File: src/rtl/addressing_mode_decoder.sv
// Registered RV32I instruction-format decoder: opcode -> addressing-mode code, field slices, sign-extended immediate.
// Optional build macro ADDRESSING_MODE_SYSTEM_EN enables SYSTEM opcode decode (mode 9) instead of flagging it illegal.
module addressing_mode_decoder (
    input  logic        clk,
    input  logic        rst,
    input  logic        instr_valid,
    input  logic [31:0] instr,
    output logic [3:0]  mode,
    output logic [4:0]  rd,
    output logic [4:0]  rs1,
    output logic [4:0]  rs2,
    output logic [2:0]  funct3,
    output logic [6:0]  funct7,
    output logic [31:0] imm,
    output logic        out_valid,
    output logic        illegal
);

    localparam logic [6:0] OP_R      = 7'b0110011;
    localparam logic [6:0] OP_I_ALU  = 7'b0010011;
    localparam logic [6:0] OP_LOAD   = 7'b0000011;
    localparam logic [6:0] OP_STORE  = 7'b0100011;
    localparam logic [6:0] OP_BRANCH = 7'b1100011;
    localparam logic [6:0] OP_JAL    = 7'b1101111;
    localparam logic [6:0] OP_LUI    = 7'b0110111;
    localparam logic [6:0] OP_AUIPC  = 7'b0010111;
    localparam logic [6:0] OP_SYSTEM = 7'b1110011;
    localparam logic [6:0] OP_JALR   = 7'b1100111;

    localparam logic [3:0] MODE_ILLEGAL = 4'd0;
    localparam logic [3:0] MODE_R       = 4'd1;
    localparam logic [3:0] MODE_I_ALU   = 4'd2;
    localparam logic [3:0] MODE_LOAD    = 4'd3;
    localparam logic [3:0] MODE_STORE   = 4'd4;
    localparam logic [3:0] MODE_BRANCH  = 4'd5;
    localparam logic [3:0] MODE_JAL     = 4'd6;
    localparam logic [3:0] MODE_LUI     = 4'd7;
    localparam logic [3:0] MODE_AUIPC   = 4'd8;
    localparam logic [3:0] MODE_SYSTEM  = 4'd9;
    localparam logic [3:0] MODE_JALR    = 4'd10;

    function automatic logic [3:0] decode_mode(input logic [6:0] opcode);
        logic [3:0] m;
        case (opcode)
            OP_R:      m = MODE_R;
            OP_I_ALU:  m = MODE_I_ALU;
            OP_LOAD:   m = MODE_LOAD;
            OP_STORE:  m = MODE_STORE;
            OP_BRANCH: m = MODE_BRANCH;
            OP_JAL:    m = MODE_JAL;
            OP_LUI:    m = MODE_LUI;
            OP_AUIPC:  m = MODE_AUIPC;
`ifdef ADDRESSING_MODE_SYSTEM_EN
            OP_SYSTEM: m = MODE_SYSTEM;
`else
            OP_SYSTEM: m = MODE_ILLEGAL;
`endif
            OP_JALR:   m = MODE_JALR;
            default:   m = MODE_ILLEGAL;
        endcase
        return m;
    endfunction

    // Immediate layout is selected by the already-decoded mode so SYSTEM/illegal share the zero path.
    function automatic logic [31:0] build_imm(input logic [31:0] ins, input logic [3:0] m);
        logic [31:0] v;
        case (m)
            MODE_I_ALU, MODE_LOAD, MODE_JALR:
                v = {{20{ins[31]}}, ins[31:20]};
            MODE_STORE:
                v = {{20{ins[31]}}, ins[31:25], ins[11:7]};
            MODE_BRANCH:
                v = {{19{ins[31]}}, ins[31], ins[7], ins[30:25], ins[11:8], 1'b0};
            MODE_JAL:
                v = {{11{ins[31]}}, ins[31], ins[19:12], ins[20], ins[30:21], 1'b0};
            MODE_LUI, MODE_AUIPC:
                v = {ins[31:12], 12'h000};
            default:
                v = 32'h0000_0000;
        endcase
        return v;
    endfunction

    logic [3:0]  mode_s;
    logic [31:0] imm_s;
    logic        illegal_s;

    logic [3:0]  mode_q,    mode_d;
    logic [4:0]  rd_q,      rd_d;
    logic [4:0]  rs1_q,     rs1_d;
    logic [4:0]  rs2_q,     rs2_d;
    logic [2:0]  funct3_q,  funct3_d;
    logic [6:0]  funct7_q,  funct7_d;
    logic [31:0] imm_q,     imm_d;
    logic        illegal_q, illegal_d;
    logic        out_valid_q, out_valid_d;

    // Combinational classification of the incoming word.
    always_comb begin
        mode_s    = decode_mode(instr[6:0]);
        imm_s     = build_imm(instr, mode_s);
        illegal_s = (mode_s == MODE_ILLEGAL);
    end

    // Next-state: load a fresh decode on a valid capture, otherwise hold.
    always_comb begin
        mode_d      = mode_q;
        rd_d        = rd_q;
        rs1_d       = rs1_q;
        rs2_d       = rs2_q;
        funct3_d    = funct3_q;
        funct7_d    = funct7_q;
        imm_d       = imm_q;
        illegal_d   = illegal_q;
        out_valid_d = instr_valid;
        if (instr_valid) begin
            mode_d    = mode_s;
            rd_d      = instr[11:7];
            rs1_d     = instr[19:15];
            rs2_d     = instr[24:20];
            funct3_d  = instr[14:12];
            funct7_d  = instr[31:25];
            imm_d     = imm_s;
            illegal_d = illegal_s;
        end else begin
            out_valid_d = 1'b0;
        end
    end

    // Output registers; asynchronous reset clears everything and drops any capture in flight.
    always_ff @(posedge clk or negedge rst) begin
        if (!rst) begin
            mode_q      <= 4'd0;
            rd_q        <= 5'd0;
            rs1_q       <= 5'd0;
            rs2_q       <= 5'd0;
            funct3_q    <= 3'd0;
            funct7_q    <= 7'd0;
            imm_q       <= 32'h0000_0000;
            illegal_q   <= 1'b0;
            out_valid_q <= 1'b0;
        end else begin
            mode_q      <= mode_d;
            rd_q        <= rd_d;
            rs1_q       <= rs1_d;
            rs2_q       <= rs2_d;
            funct3_q    <= funct3_d;
            funct7_q    <= funct7_d;
            imm_q       <= imm_d;
            illegal_q   <= illegal_d;
            out_valid_q <= out_valid_d;
        end
    end

    assign mode      = mode_q;
    assign rd        = rd_q;
    assign rs1       = rs1_q;
    assign rs2       = rs2_q;
    assign funct3    = funct3_q;
    assign funct7    = funct7_q;
    assign imm       = imm_q;
    assign illegal   = illegal_q;
    assign out_valid = out_valid_q;

endmodule

File: config.mk
export PLATFORM = sky130hd
export DESIGN_NAME = addressing_mode_decoder
export DESIGN_NICKNAME = d
export VERILOG_FILES = /design/src/rtl/addressing_mode_decoder.sv
export SDC_FILE = /design/constraint.sdc
export NUM_CORES = 1
export LEC_CHECK = 0
export CAP_MARGIN = 20
export CORE_AREA = 2 2 80 82
export CTS_CLUSTER_SIZE = 30
export DETAILED_ROUTE_END_ITERATION = 8
export DIE_AREA = 0 0 82 84
export PLACE_DENSITY = 0.9
export REMOVE_ABC_BUFFERS = 1
export SYNTH_ARGS = -nofsm -noshare
export SYNTH_HDL_FRONTEND = slang
export SYNTH_SLANG_ARGS = --single-unit
File: constraint.sdc
create_clock -name clk -period 1.48 [get_ports clk]
set_input_delay 0.148 -clock clk [delete_from_list [all_inputs] [get_ports clk]]
set_output_delay 0.148 -clock clk [all_outputs]
set_load 0.1 [all_outputs]
==> run_summary.xml, run 1 <==
<?xml version="1.0" encoding="UTF-8"?>
<metrics>
  <group name="layout">
    <metric name="finalNetCount" unit="">413</metric>
    <metric name="share_of_layout_cells_above_drive_strength_1" unit="%">44.9</metric>
    <metric name="final_cell_count_no_fill" unit="">460</metric>
    <metric name="area_growth" unit="%">79.3</metric>
    <metric name="insertedDiodeCount" unit="">0</metric>
    <metric name="finalCoreUtilization" unit="%">82.3</metric>
    <metric name="seq_area" unit="µm²">1580</metric>
    <metric name="final.fill_count" unit="">313</metric>
    <metric name="footprint_of_the_multi_input_gates" unit="µm²">1180</metric>
  </group>
  <group name="setup_path">
    <metric name="worst_r2r_startpoint" unit="">imm[19]$_DFFE_PN0P_</metric>
    <metric name="worst_setup_path_start_kind" unit="">input pin</metric>
    <metric name="setup.worst_path.start" unit="">instr[2]</metric>
    <metric name="worstSetupEndpointType" unit="">flip-flop</metric>
    <metric name="timing_worst_setup_path_type" unit="">input pin to flip-flop</metric>
    <metric name="series_of_cell_instances_along_the_critical_path" unit="">clkdlybuf4s15_2 &gt; or2_1 &gt; a21oi_1 &gt; o2111ai_2 &gt; buf_4 &gt; nor2_4 &gt; buf_6 &gt; a221o_1</metric>
    <metric name="worst_case_register_to_register_setup_slack" unit="ns">0.56</metric>
    <metric name="critical_path_arrival" unit="ns">1.70</metric>
    <metric name="biggest_cell_delay_along_the_critical_path" unit="ns">0.34</metric>
    <metric name="cp_max_fo" unit="">8</metric>
    <metric name="cp.required" unit="ns">1.70</metric>
    <metric name="cpMaxStageDelayCell" unit="">o2111ai_2</metric>
  </group>
  <group name="timing">
    <metric name="setup_tns" unit="ns">-0.00990</metric>
    <metric name="max_slew_violation_count" unit="">0</metric>
    <metric name="max_freq" unit="GHz">0.673</metric>
    <metric name="final.period_utilization" unit="%">100</metric>
    <metric name="rsz0062_at_grt" unit="">true</metric>
    <metric name="setup-violations-final" unit="">2</metric>
    <metric name="skew" unit="ns">0</metric>
    <metric name="fin_crit" unit="ns">1.49</metric>
    <metric name="report.final.hold_viol_count" unit="">0</metric>
    <metric name="slew-limit-headroom" unit="%">77.1</metric>
    <metric name="worst-slew-pin-transition" unit="ns">0.343</metric>
    <metric name="worst_slack" unit="ns">-0.00513</metric>
    <metric name="hold_slack" unit="ns">0.206</metric>
  </group>
  <group name="floorplan">
    <metric name="overall_die_area" unit="µm²">6890</metric>
    <metric name="design.core.area" unit="µm²">6100</metric>
    <metric name="die_width" unit="µm">82</metric>
    <metric name="floorplan.initialDensity" unit="%">45.9</metric>
    <metric name="core.rowCount" unit="">29</metric>
    <metric name="die_h" unit="µm">84</metric>
    <metric name="ios" unit="">98</metric>
  </group>
  <group name="logic_synthesis">
    <metric name="proportion_of_synthesized_area_in_mux_cells" unit="%">8.86</metric>
    <metric name="synth-adder-area-share" unit="%">0</metric>
    <metric name="synthesis.area_per_instance" unit="µm²">11.7</metric>
    <metric name="synth_ff_type" unit="">dfrtp_1</metric>
    <metric name="yosysUniqueCellTypes" unit="">39</metric>
    <metric name="synthesis.area" unit="µm²">2800</metric>
    <metric name="asyncSetResetFlopFracSynth" unit="%">100</metric>
    <metric name="dominant_combinational_cell_family_by_area_after_synthesis" unit="">compound AO/OA/AOI/OAI gates</metric>
    <metric name="synth_simple_gate_area_share" unit="%">10.3</metric>
    <metric name="synthesis.yosys.warnings" unit="">0</metric>
    <metric name="synth_enable_flop_cells" unit="">0</metric>
    <metric name="synth-xor-area-share" unit="%">0</metric>
    <metric name="sequential_fraction_of_the_synthesis_area" unit="%">56.4</metric>
    <metric name="register_bit_count_reported_by_yosys" unit="">63</metric>
    <metric name="number_of_standard_cells_after_synthesis" unit="">240</metric>
    <metric name="synth_compound_area_share" unit="%">20.3</metric>
  </group>
  <group name="cts">
    <metric name="cts_tree" unit="">yes</metric>
    <metric name="cts_buffers" unit="">9</metric>
    <metric name="cts.sink_count" unit="">63</metric>
    <metric name="insertion_delay" unit="ns">0.34</metric>
    <metric name="cts_root_buffer" unit="">clkbuf_8</metric>
    <metric name="htreeDepth" unit="">3</metric>
    <metric name="worst_setup_hold_path_clk_slew" unit="ns">0.07</metric>
    <metric name="cts_max_path_buffers" unit="">2</metric>
  </group>
  <group name="min_path">
    <metric name="hold_start" unit="">instr_valid</metric>
    <metric name="hold_path.class" unit="">input pin to flip-flop</metric>
  </group>
  <group name="global_route">
    <metric name="grt_overflow" unit="">0</metric>
    <metric name="grt_max_degree" unit="">64</metric>
    <metric name="grt_pass1_vias" unit="">2780</metric>
    <metric name="initial_antenna_violation_count" unit="">0</metric>
    <metric name="grt_pass1_wl" unit="mm">14.4</metric>
    <metric name="groute.usage.overall" unit="%">28.1</metric>
  </group>
  <group name="pwr">
    <metric name="power.internal" unit="W">0.00320</metric>
    <metric name="pwr_density_cell" unit="nW/µm²">1010</metric>
    <metric name="clockPowerShare" unit="%">29.5</metric>
    <metric name="combinationalPowerShare" unit="%">32.3</metric>
    <metric name="power.share.switching" unit="%">36.7</metric>
    <metric name="power.net_switching" unit="W">0.00186</metric>
    <metric name="part_of_the_power_in_registers" unit="%">38.2</metric>
    <metric name="peakVddDrop" unit="mV">0.999</metric>
    <metric name="p_leak" unit="nW">2.20</metric>
  </group>
  <group name="routing">
    <metric name="remaining_drc_errors" unit="">0</metric>
    <metric name="vias_per_cell" unit="">5.55</metric>
    <metric name="firstDrtPassIters" unit="">4</metric>
    <metric name="drt_iter0_drc" unit="">166</metric>
    <metric name="post_drt_wl_per_cell" unit="µm">19.5</metric>
    <metric name="antenna_left" unit="">0</metric>
    <metric name="wirelength" unit="mm">8.99</metric>
    <metric name="routed-via-count" unit="">2555</metric>
  </group>
  <group name="placed_design">
    <metric name="dp_cells" unit="">434</metric>
    <metric name="port_buffers" unit="">97</metric>
    <metric name="place_congestion" unit="">1.04</metric>
    <metric name="place_hpwl" unit="mm">6.21</metric>
  </group>
  <group name="outcome">
    <metric name="run_status" unit="">complete, but fails checks</metric>
    <metric name="failed_checks" unit="">negative setup slack</metric>
  </group>
  <group name="job">
    <metric name="max-cap-violations" unit="">0</metric>
  </group>
</metrics>
[sequential cells by signal, indices dropped and copies added (netlist names)]
signal	cells
rs1	5
funct3	3
rd	5
funct7	7
imm	32
out_valid	1
rs2	5
illegal	1
mode	4
[what timing repair did]
action                                  in CTS  in global routing
hold buffers                                 1                  0
pin swaps                                    9                  3
endpoints found under the hold margin       63                  0
resized for setup                           25                 13
cloned                                       0                  0
endpoints found under the setup margin      35                 18
setup buffers                                9                  0
[critical path: cells and delay by family]
kind                   cells  cell delay [ns]
AOI/OAI and AO/OA          3             0.77
buffers and inverters      3             0.56
and+or+nand+nor            2             0.22
[cells in the mapped netlist (2+ instances only)]
library cell  count  area share (%)
nor3_2            2            0.72
nor2b_1           2            0.45
a221o_1           8             2.9
a2111oi_4         2             2.0
mux2_2           22             8.9
dfrtp_1          63              56
clkbuf_1          7            0.94
nor2_1            9             1.2
a21oi_1          26             4.7
o21ai_0           9             1.6
nor3_1            5            0.89
nand2b_1          3            0.67
buf_1             3            0.40
o2bb2ai_1        12             3.8
a21o_1            4             1.1
inv_1             8             1.1
nand2_1          25             3.4
buf_6             3             1.2
nand3_1           4            0.72
a211oi_2          2            0.89
buf_2             2            0.36
nand4_1           2            0.45
[power groups by stage]
stage	Combinational, W	Clock [W]	Sequential (W)
after global routing	0.00169	0.00161	0.00194
final	0.00164	0.00149	0.00193
after floorplan	0.000175	0	0.00262
after detailed placement	0.00161	0	0.00196
after CTS	0.00163	0.00151	0.00193
after global placement	0.00158	0	0.00195
[metrics by stage]
step	area, µm²	setup slack (ns)	total power, W
2_1_floorplan	2720	-0.124	0.00279
5_1_grt	5020	-0.0363	0.00524
3_5_place_dp	4680	-0.796	0.00357
3_3_place_gp	4680	-0.661	0.00353
4_1_cts	5000	0.00156	0.00508
6_report	5020	-0.00513	0.00506
[area by class of cell]
cell class	count	area share, %
Clock inverter	7	1.42
Clock buffer	9	2.47
Inverter	9	0.673
Sequential cell	63	31.4
Multi-Input combinational cell	153	23.4
Tap cell	77	1.92
Timing Repair Buffer	142	38.6
[metal layers]
layer  global-route usage (%)  wire length (µm)  vias to the layer above
met5                        0                 0                        -
met4                     11.1               236                        0
met3                     8.66               606                       26
met2                     45.8              4630                      121
met1                     34.3              3520                     1255
li1                         -                 -                     1153
[cells in the final DEF (no fill, tap or decap), types with 2 or more instances in the layout]
master | synthesis | layout
nor3_1 | 5 | 4
nor3_2 | 2 | 2
buf_4 | 0 | 39
buf_6 | 3 | 4
o2bb2ai_1 | 12 | 12
clkbuf_8 | 0 | 9
nand2b_1 | 3 | 3
a211oi_4 | 0 | 2
dlygate4sd2_1 | 0 | 2
nand4_1 | 2 | 2
inv_1 | 8 | 8
a2111oi_4 | 2 | 3
a221o_1 | 8 | 8
mux2_2 | 22 | 22
nand2_1 | 25 | 24
clkinv_2 | 0 | 3
dfrtp_1 | 63 | 63
clkdlybuf4s50_1 | 0 | 25
a21oi_2 | 0 | 3
nand3_1 | 4 | 4
o21ai_0 | 9 | 9
clkinv_4 | 0 | 2
a21oi_1 | 26 | 23
nor2_4 | 0 | 2
clkbuf_2 | 0 | 2
a21o_1 | 4 | 4
nor2_1 | 9 | 8
buf_2 | 2 | 4
buf_12 | 0 | 64
[logic make-up (layout without fill, tap and decap cells)]
family,Yosys count,count (layout)
buf+inv,24,167
mux,22,22
flops,63,63
compound gates,72,72
simple gates,59,59
[worst paths after layout]
kind	endpoint	cells after the start
min	imm[0]$_DFFE_PN0P_	3
max reg2reg	imm[19]$_DFFE_PN0P_	1
max	imm[18]$_DFFE_PN0P_	8
min in group asynchronous	funct7[3]$_DFFE_PN0P_	3
max in group asynchronous	imm[31]$_DFFE_PN0P_	3
min reg2reg	mode[0]$_DFFE_PN0P_	2
(Power assumes the default switching activity.)
==> run 2: changes to the inputs <==
- clock period: 1.48 -> 1.9 ns (I/O delays scaled with it)
==> run 2 against run 1 <==
The flow now finishes without violations. Non-clock buffer count decreased by 7. Register-to-register slack improved by 0.48 ns. Die area unchanged. Final cell count decreased by 1.7%. Flip-flop and latch count unchanged. Critical path depth decreased by 2. Sequential share of layout area increased by 6.8 points. Clock-buffer cell count increased by 3. Setup slack improved by 0.069 ns.
==> run_summary.xml, run 2 (same netlist as run 1, synthesis figures left out) <==
<?xml version="1.0" encoding="UTF-8"?>
<metrics>
  <group name="outcome">
    <metric name="run_status" unit="">finished clean</metric>
  </group>
  <group name="global_route">
    <metric name="groute.usage.overall" unit="%">23.6</metric>
    <metric name="grt_pass1_wl" unit="mm">12.3</metric>
    <metric name="grt_max_degree" unit="">31</metric>
    <metric name="initial_antenna_violation_count" unit="">0</metric>
    <metric name="grt_overflow" unit="">0</metric>
    <metric name="grt_pass1_vias" unit="">2559</metric>
  </group>
  <group name="floorplan">
    <metric name="floorplan.initialDensity" unit="%">45.9</metric>
    <metric name="die_h" unit="µm">84</metric>
    <metric name="design.core.area" unit="µm²">6100</metric>
    <metric name="core.rowCount" unit="">29</metric>
    <metric name="ios" unit="">98</metric>
    <metric name="overall_die_area" unit="µm²">6890</metric>
    <metric name="die_width" unit="µm">82</metric>
  </group>
  <group name="cts">
    <metric name="cts_root_buffer" unit="">clkbuf_8</metric>
    <metric name="insertion_delay" unit="ns">0.34</metric>
    <metric name="worst_setup_hold_path_clk_slew" unit="ns">0.07</metric>
    <metric name="htreeDepth" unit="">3</metric>
    <metric name="cts_max_path_buffers" unit="">2</metric>
    <metric name="cts.sink_count" unit="">63</metric>
    <metric name="cts_tree" unit="">yes</metric>
    <metric name="cts_buffers" unit="">9</metric>
  </group>
  <group name="layout">
    <metric name="finalNetCount" unit="">406</metric>
    <metric name="insertedDiodeCount" unit="">0</metric>
    <metric name="share_of_layout_cells_above_drive_strength_1" unit="%">40.3</metric>
    <metric name="finalCoreUtilization" unit="%">67.7</metric>
    <metric name="most_used_cells_in_the_layout_excluding_fill_and_tap_cells" unit="">buf_4, dfrtp_1, clkdlybuf4s50_1, a21oi_1, nand2_1</metric>
    <metric name="largest_register_ffs" unit="">32</metric>
    <metric name="area_growth" unit="%">47.5</metric>
    <metric name="layout.cells.most_common" unit="">buf_4</metric>
  </group>
  <group name="placed_design">
    <metric name="port_buffers" unit="">97</metric>
    <metric name="place_congestion" unit="">0.814</metric>
    <metric name="place_hpwl" unit="mm">5.57</metric>
  </group>
  <group name="setup_path">
    <metric name="series_of_cell_instances_along_the_critical_path" unit="">clkdlybuf4s50_1 &gt; or3b_4 &gt; a211oi_4 &gt; a2111oi_4 &gt; buf_4 &gt; a221o_1</metric>
    <metric name="worstSetupEndpointType" unit="">flip-flop</metric>
    <metric name="crit_buf_inv" unit="">2</metric>
    <metric name="critical_path_depth" unit="">6</metric>
    <metric name="biggest_cell_delay_along_the_critical_path" unit="ns">0.58</metric>
    <metric name="cp_max_fo" unit="">8</metric>
    <metric name="crit-reg2reg-capture" unit="">imm[19]$_DFFE_PN0P_</metric>
    <metric name="critPathTopFamily" unit="">buffers and inverters</metric>
    <metric name="timing_worst_setup_path_type" unit="">input pin to flip-flop</metric>
    <metric name="cp.required" unit="ns">2.12</metric>
    <metric name="worst_case_register_to_register_setup_slack" unit="ns">1.04</metric>
    <metric name="critical_path_arrival" unit="ns">2.06</metric>
    <metric name="worst_setup_path_start_kind" unit="">input pin</metric>
    <metric name="rr_worst_depth" unit="">1</metric>
    <metric name="worst_r2r_startpoint" unit="">imm[19]$_DFFE_PN0P_</metric>
    <metric name="cpMaxStageDelayCell" unit="">clkdlybuf4s50_1</metric>
  </group>
  <group name="routing">
    <metric name="wirelength" unit="mm">7.40</metric>
    <metric name="drt_iter0_drc" unit="">114</metric>
    <metric name="routed-via-count" unit="">2392</metric>
    <metric name="post_drt_wl_per_cell" unit="µm">16.4</metric>
    <metric name="vias_per_cell" unit="">5.29</metric>
    <metric name="firstDrtPassIters" unit="">4</metric>
    <metric name="antenna_left" unit="">0</metric>
    <metric name="remaining_drc_errors" unit="">0</metric>
  </group>
  <group name="job">
    <metric name="max-cap-violations" unit="">0</metric>
  </group>
  <group name="timing">
    <metric name="final.period_utilization" unit="%">96.6</metric>
    <metric name="skew" unit="ns">0</metric>
    <metric name="hold_slack" unit="ns">0.289</metric>
    <metric name="setup_tns" unit="ns">0</metric>
    <metric name="slew-limit-headroom" unit="%">66.2</metric>
    <metric name="worst-slew-pin-transition" unit="ns">0.505</metric>
    <metric name="rsz0062_at_grt" unit="">false</metric>
    <metric name="report.final.hold_viol_count" unit="">0</metric>
    <metric name="setup-violations-final" unit="">0</metric>
    <metric name="max_slew_violation_count" unit="">0</metric>
    <metric name="fin_crit" unit="ns">1.84</metric>
    <metric name="max_freq" unit="GHz">0.545</metric>
  </group>
  <group name="min_path">
    <metric name="hold_path.class" unit="">input pin to async pin</metric>
  </group>
  <group name="pwr">
    <metric name="peakVddDrop" unit="mV">0.562</metric>
    <metric name="p_leak" unit="nW">1.91</metric>
    <metric name="pwr_density_cell" unit="nW/µm²">889</metric>
  </group>
</metrics>
==> run 2: changes by cell type in the layout (fill, tap and decap cells not counted), moves of 2 or more <==
cell	previous run	this run
a21oi_1	23	26
a21oi_2	3	0
buf_12	64	0
buf_2	4	2
buf_4	39	100
buf_6	4	0
clkbuf_2	2	0
clkbuf_8	9	11
clkdlybuf4s50_1	25	30
clkinv_2	3	1
clkinv_4	2	0
nor2_4	2	0
==> run 2: cell type report <==
type / instances / area (µm²)
fillers: 480 / 1970
flip-flops and latches: 63 / 1580
multi-input cells: 153 / 1130
repair buffers: 135 / 1090
clock buffers: 12 / 155
well taps: 77 / 96.3
clock inverters: 3 / 42.5
inverters: 9 / 33.8
==> run 2: repair_timing <==
| action | CTS | global route |
|---|---|---|
| hold buffers | 1 | 0 |
| buffers inserted | 1 | 0 |
| pin swaps | 1 | 3 |
| gates cloned | 0 | 0 |
| setup endpoints to repair | 12 | 12 |
| endpoints found under the hold margin | 15 | 0 |
| resized for setup | 3 | 2 |
==> run 2: routing by layer <==
layer  GRT usage, %  routed length, µm
met3           6.28                369
met2           38.3               3780
met1           29.6               3120
met4           9.24                129
met5              0                  0
==> run 2: per-stage QoR <==
step	total power (W)	worst slack, ns	cell area [µm²]	cells
finish	0.00367	0.0637	4130	452
global route	0.00381	0.0203	4130	452
CTS	0.00370	0.0184	4110	452
detailed placement	0.00253	-0.386	3890	435
global placement	0.00252	-0.329	3890	435
floorplan	0.00218	0.254	2720	225
==> run 2: power breakdown <==
group          switching, W  internal, W  leakage [nW]
sequential        0.0000420      0.00142         0.807
clock              0.000492     0.000668        0.0985
combinational      0.000774     0.000273          1.01
total               0.00131      0.00236          1.91
==> run 2: how the worst max path moves through the flow <==
stage                     slack [ns]             endpoint  startpoint
after global routing            0.02  imm[12]$_DFFE_PN0P_    instr[4]
after floorplan                 0.25  imm[12]$_DFFE_PN0P_    instr[2]
after detailed placement       -0.39   imm[4]$_DFFE_PN0P_    instr[6]
after global placement         -0.33   imm[4]$_DFFE_PN0P_    instr[6]
final                           0.06  imm[19]$_DFFE_PN0P_    instr[4]
after CTS                       0.02   imm[4]$_DFFE_PN0P_    instr[2]
==> run 3: changes to the inputs <==
- ABC_AREA: not set -> 1
- CORE_AREA: 2 2 80 82 -> 2 2 82 84
- DIE_AREA: 0 0 82 84 -> 0 0 84 86
- PLACE_DENSITY: 0.9 -> 0.91
==> run 3 against run 2 <==
Sequential share of layout area is 0.058 points lower. Die area rose by 4.9%. Combinational power down 9.7%. Hold slack worse by 0.034 ns. Non-clock buffer count shrank 30. Power decreased by 2.7%. Setup slack better by 0.36 ns. Clock power hardly changed. Critical path type unchanged. Highest routed layer unchanged.
==> run_summary.xml, run 3 <==
<?xml version="1.0" encoding="UTF-8"?>
<metrics>
  <group name="outcome">
    <metric name="run_status" unit="">finished clean</metric>
  </group>
  <group name="timing">
    <metric name="max_freq" unit="GHz">0.676</metric>
    <metric name="final.period_utilization" unit="%">77.8</metric>
    <metric name="rsz0062_at_grt" unit="">false</metric>
    <metric name="setup-violations-final" unit="">0</metric>
    <metric name="worst_slack" unit="ns">0.422</metric>
    <metric name="worst-slew-pin-transition" unit="ns">0.480</metric>
    <metric name="fin_crit" unit="ns">1.48</metric>
    <metric name="setup_tns" unit="ns">0</metric>
    <metric name="report.final.hold_viol_count" unit="">0</metric>
    <metric name="max_slew_violation_count" unit="">0</metric>
    <metric name="hold_slack" unit="ns">0.255</metric>
    <metric name="skew" unit="ns">0</metric>
    <metric name="slew-limit-headroom" unit="%">68.0</metric>
  </group>
  <group name="routing">
    <metric name="post_drt_wl_per_cell" unit="µm">13.6</metric>
    <metric name="antenna_left" unit="">0</metric>
    <metric name="remaining_drc_errors" unit="">0</metric>
    <metric name="firstDrtPassIters" unit="">8</metric>
    <metric name="routed-via-count" unit="">2862</metric>
    <metric name="vias_per_cell" unit="">4.99</metric>
    <metric name="wirelength" unit="mm">7.81</metric>
    <metric name="drt_iter0_drc" unit="">131</metric>
  </group>
  <group name="setup_path">
    <metric name="critical_path_arrival" unit="ns">1.75</metric>
    <metric name="timing_worst_setup_path_type" unit="">input pin to flip-flop</metric>
    <metric name="worst_case_register_to_register_setup_slack" unit="ns">1.21</metric>
    <metric name="critPathTopFamily" unit="">simple AND/OR/NAND/NOR gates</metric>
    <metric name="biggest_cell_delay_along_the_critical_path" unit="ns">0.49</metric>
    <metric name="cp.required" unit="ns">2.17</metric>
    <metric name="setup.worst_path.start" unit="">instr[6]</metric>
    <metric name="critical_path.most_common_cell" unit="">nand2_1</metric>
    <metric name="cp_max_fo" unit="">11</metric>
    <metric name="worst_setup_path_start_kind" unit="">input pin</metric>
    <metric name="crit_buf_inv" unit="">2</metric>
    <metric name="cpMaxStageDelayCell" unit="">clkdlybuf4s50_1</metric>
    <metric name="worst_r2r_startpoint" unit="">mode[3]$_DFFE_PN0P_</metric>
    <metric name="worstSetupEndpointType" unit="">flip-flop</metric>
    <metric name="series_of_cell_instances_along_the_critical_path" unit="">clkdlybuf4s50_1 &gt; inv_2 &gt; nand2_1 &gt; nor2_1 &gt; nand2_1 &gt; nand2_1 &gt; nand2_1 &gt; nand3_2 &gt; nand2_1 &gt; nand2_1</metric>
  </group>
  <group name="cts">
    <metric name="cts_root_buffer" unit="">clkbuf_8</metric>
    <metric name="cts_setup_buffers" unit="">0</metric>
    <metric name="cts_max_path_buffers" unit="">2</metric>
    <metric name="insertion_delay" unit="ns">0.34</metric>
    <metric name="ctsHoldBuffers" unit="">1</metric>
    <metric name="cts_buffers" unit="">9</metric>
    <metric name="cts_tree" unit="">yes</metric>
    <metric name="cts.sink_count" unit="">63</metric>
    <metric name="htreeDepth" unit="">3</metric>
    <metric name="post_cts.resized_instances" unit="">0</metric>
    <metric name="worst_setup_hold_path_clk_slew" unit="ns">0.07</metric>
  </group>
  <group name="floorplan">
    <metric name="design.core.area" unit="µm²">6280</metric>
    <metric name="die_width" unit="µm">84</metric>
    <metric name="die_h" unit="µm">86</metric>
    <metric name="ios" unit="">98</metric>
    <metric name="overall_die_area" unit="µm²">7220</metric>
    <metric name="floorplan.initialDensity" unit="%">48.7</metric>
    <metric name="core.rowCount" unit="">29</metric>
  </group>
  <group name="job">
    <metric name="max-cap-violations" unit="">0</metric>
  </group>
  <group name="global_route">
    <metric name="grt_pass1_vias" unit="">2786</metric>
    <metric name="grt_pass1_wl" unit="mm">13.0</metric>
    <metric name="grt_max_degree" unit="">47</metric>
    <metric name="grt_overflow" unit="">0</metric>
    <metric name="groute.usage.overall" unit="%">22.5</metric>
    <metric name="initial_antenna_violation_count" unit="">0</metric>
  </group>
  <group name="pwr">
    <metric name="peakVddDrop" unit="mV">0.579</metric>
    <metric name="power.share.switching" unit="%">36.0</metric>
    <metric name="total_power" unit="W">0.00357</metric>
    <metric name="power.internal" unit="W">0.00228</metric>
    <metric name="part_of_the_power_in_registers" unit="%">40.7</metric>
    <metric name="pwr_density_cell" unit="nW/µm²">863</metric>
    <metric name="combinationalPowerShare" unit="%">26.6</metric>
    <metric name="power.net_switching" unit="W">0.00128</metric>
    <metric name="clockPowerShare" unit="%">32.7</metric>
    <metric name="p_leak" unit="nW">2.44</metric>
  </group>
  <group name="logic_synthesis">
    <metric name="register_bit_count_reported_by_yosys" unit="">63</metric>
    <metric name="number_of_standard_cells_after_synthesis" unit="">397</metric>
    <metric name="synthesis.area_per_instance" unit="µm²">7.70</metric>
    <metric name="sequential_fraction_of_the_synthesis_area" unit="%">51.6</metric>
    <metric name="count_leader_synth" unit="">nand2_1</metric>
    <metric name="yosysUniqueCellTypes" unit="">21</metric>
    <metric name="asyncSetResetFlopFracSynth" unit="%">100</metric>
    <metric name="netlist.area_leader.share" unit="%">51.6</metric>
    <metric name="synthesis.area" unit="µm²">3060</metric>
    <metric name="synthesis.yosys.warnings" unit="">0</metric>
    <metric name="synth_enable_flop_cells" unit="">0</metric>
    <metric name="synth_ff_type" unit="">dfrtp_1</metric>
    <metric name="ys_top_cells_by_area" unit="">dfrtp_1, nand2_1, nand3_1</metric>
    <metric name="synth_area_leader_cell" unit="">dfrtp_1</metric>
    <metric name="ys_top_cells_by_count" unit="">nand2_1, dfrtp_1, nand3_1</metric>
  </group>
  <group name="layout">
    <metric name="share_of_layout_cells_above_drive_strength_1" unit="%">22.6</metric>
    <metric name="layout.cells.most_common" unit="">nand2_1</metric>
    <metric name="finalNetCount" unit="">527</metric>
    <metric name="most_used_cells_in_the_layout_excluding_fill_and_tap_cells" unit="">nand2_1, buf_4, dfrtp_1, nand3_1, clkdlybuf4s50_1</metric>
    <metric name="final.fill_count" unit="">504</metric>
    <metric name="area_growth" unit="%">35.2</metric>
    <metric name="largest_register_ffs" unit="">32</metric>
    <metric name="insertedDiodeCount" unit="">0</metric>
  </group>
  <group name="placed_design">
    <metric name="place_hpwl" unit="mm">5.50</metric>
    <metric name="place_worst_setup_slack" unit="ns">0.102</metric>
    <metric name="place_congestion" unit="">0.827</metric>
    <metric name="port_buffers" unit="">97</metric>
  </group>
  <group name="min_path">
    <metric name="hold_path.class" unit="">input pin to flip-flop</metric>
    <metric name="hold_start" unit="">instr_valid</metric>
  </group>
</metrics>
-- run 3: cell count changes after synthesis, moves of 8 or more --
cell | before | now
nand3_2 | 0 | 12
nand3_1 | 4 | 32
mux2_2 | 22 | 0
nand2_1 | 25 | 228
a21oi_1 | 26 | 1
a221o_1 | 8 | 0
o2bb2ai_1 | 12 | 0
-- run 3: worst reg2reg max path, stage by stage, from the launching register on --
cell and delay (ns):
dfrtp_1 0.40, nand2_1 0.07, o21ai_0 0.09
-- run 3: stage by stage --
stage / instances / utilization (%) / area (µm²)
floorplan: 376 / - / 2940
global placement: 557 / 62.5 / 3930
detailed placement: 557 / 62.5 / 3930
CTS: 573 / 65.8 / 4130
global route: 573 / 65.8 / 4130
finish: 573 / 65.8 / 4130
-- run 3: cells by family after synthesis --
group                  Yosys count  share of synthesized area [%]
buffers and inverters           32                           5.32
and+or+nand+nor                290                           40.9
DFF                             63                           51.6
AOI/OAI and AO/OA               12                           2.25
-- run 3: cell type report --
cell class	count	area, µm²	area share [%]
inverters	11	41.3	0.999
multi-input cells	302	1320	31.9
flip-flops and latches	63	1580	38.2
well taps	77	96.3	2.33
repair buffers	105	903	21.9
clock buffers	11	151	3.66
clock inverters	4	45.0	1.09
-- run 3: per-layer routing --
layer | vias up | wire (µm) | global-route usage, %
met3 | 11 | 456 | 6.16
met2 | 94 | 3710 | 35.9
li1 | 1419 | - | -
met5 | - | 0 | 0
met4 | 0 | 86 | 7.62
met1 | 1338 | 3560 | 29.8
-- run 3: power groups by stage --
stage	registers [W]	clock network, W	logic (W)
3_5_place_dp	0.00148	0	0.000949
3_3_place_gp	0.00147	0	0.000939
6_report	0.00145	0.00117	0.000948
5_1_grt	0.00146	0.00126	0.000990
2_1_floorplan	0.00199	0	0.000118
4_1_cts	0.00145	0.00118	0.000953
-- run 3: worst paths after layout --
| kind | end | cells past startpoint |
|---|---|---|
| worst max-delay path | imm[29]$_DFFE_PN0P_ | 10 |
| worst min register to register | rd[0]$_DFFE_PN0P_ | 2 |
| min in group asynchronous | rs2[3]$_DFFE_PN0P_ | 2 |
| worst min-delay path | imm[17]$_DFFE_PN0P_ | 3 |
| max in group asynchronous | imm[8]$_DFFE_PN0P_ | 3 |
| worst max register to register | mode[3]$_DFFE_PN0P_ | 2 |
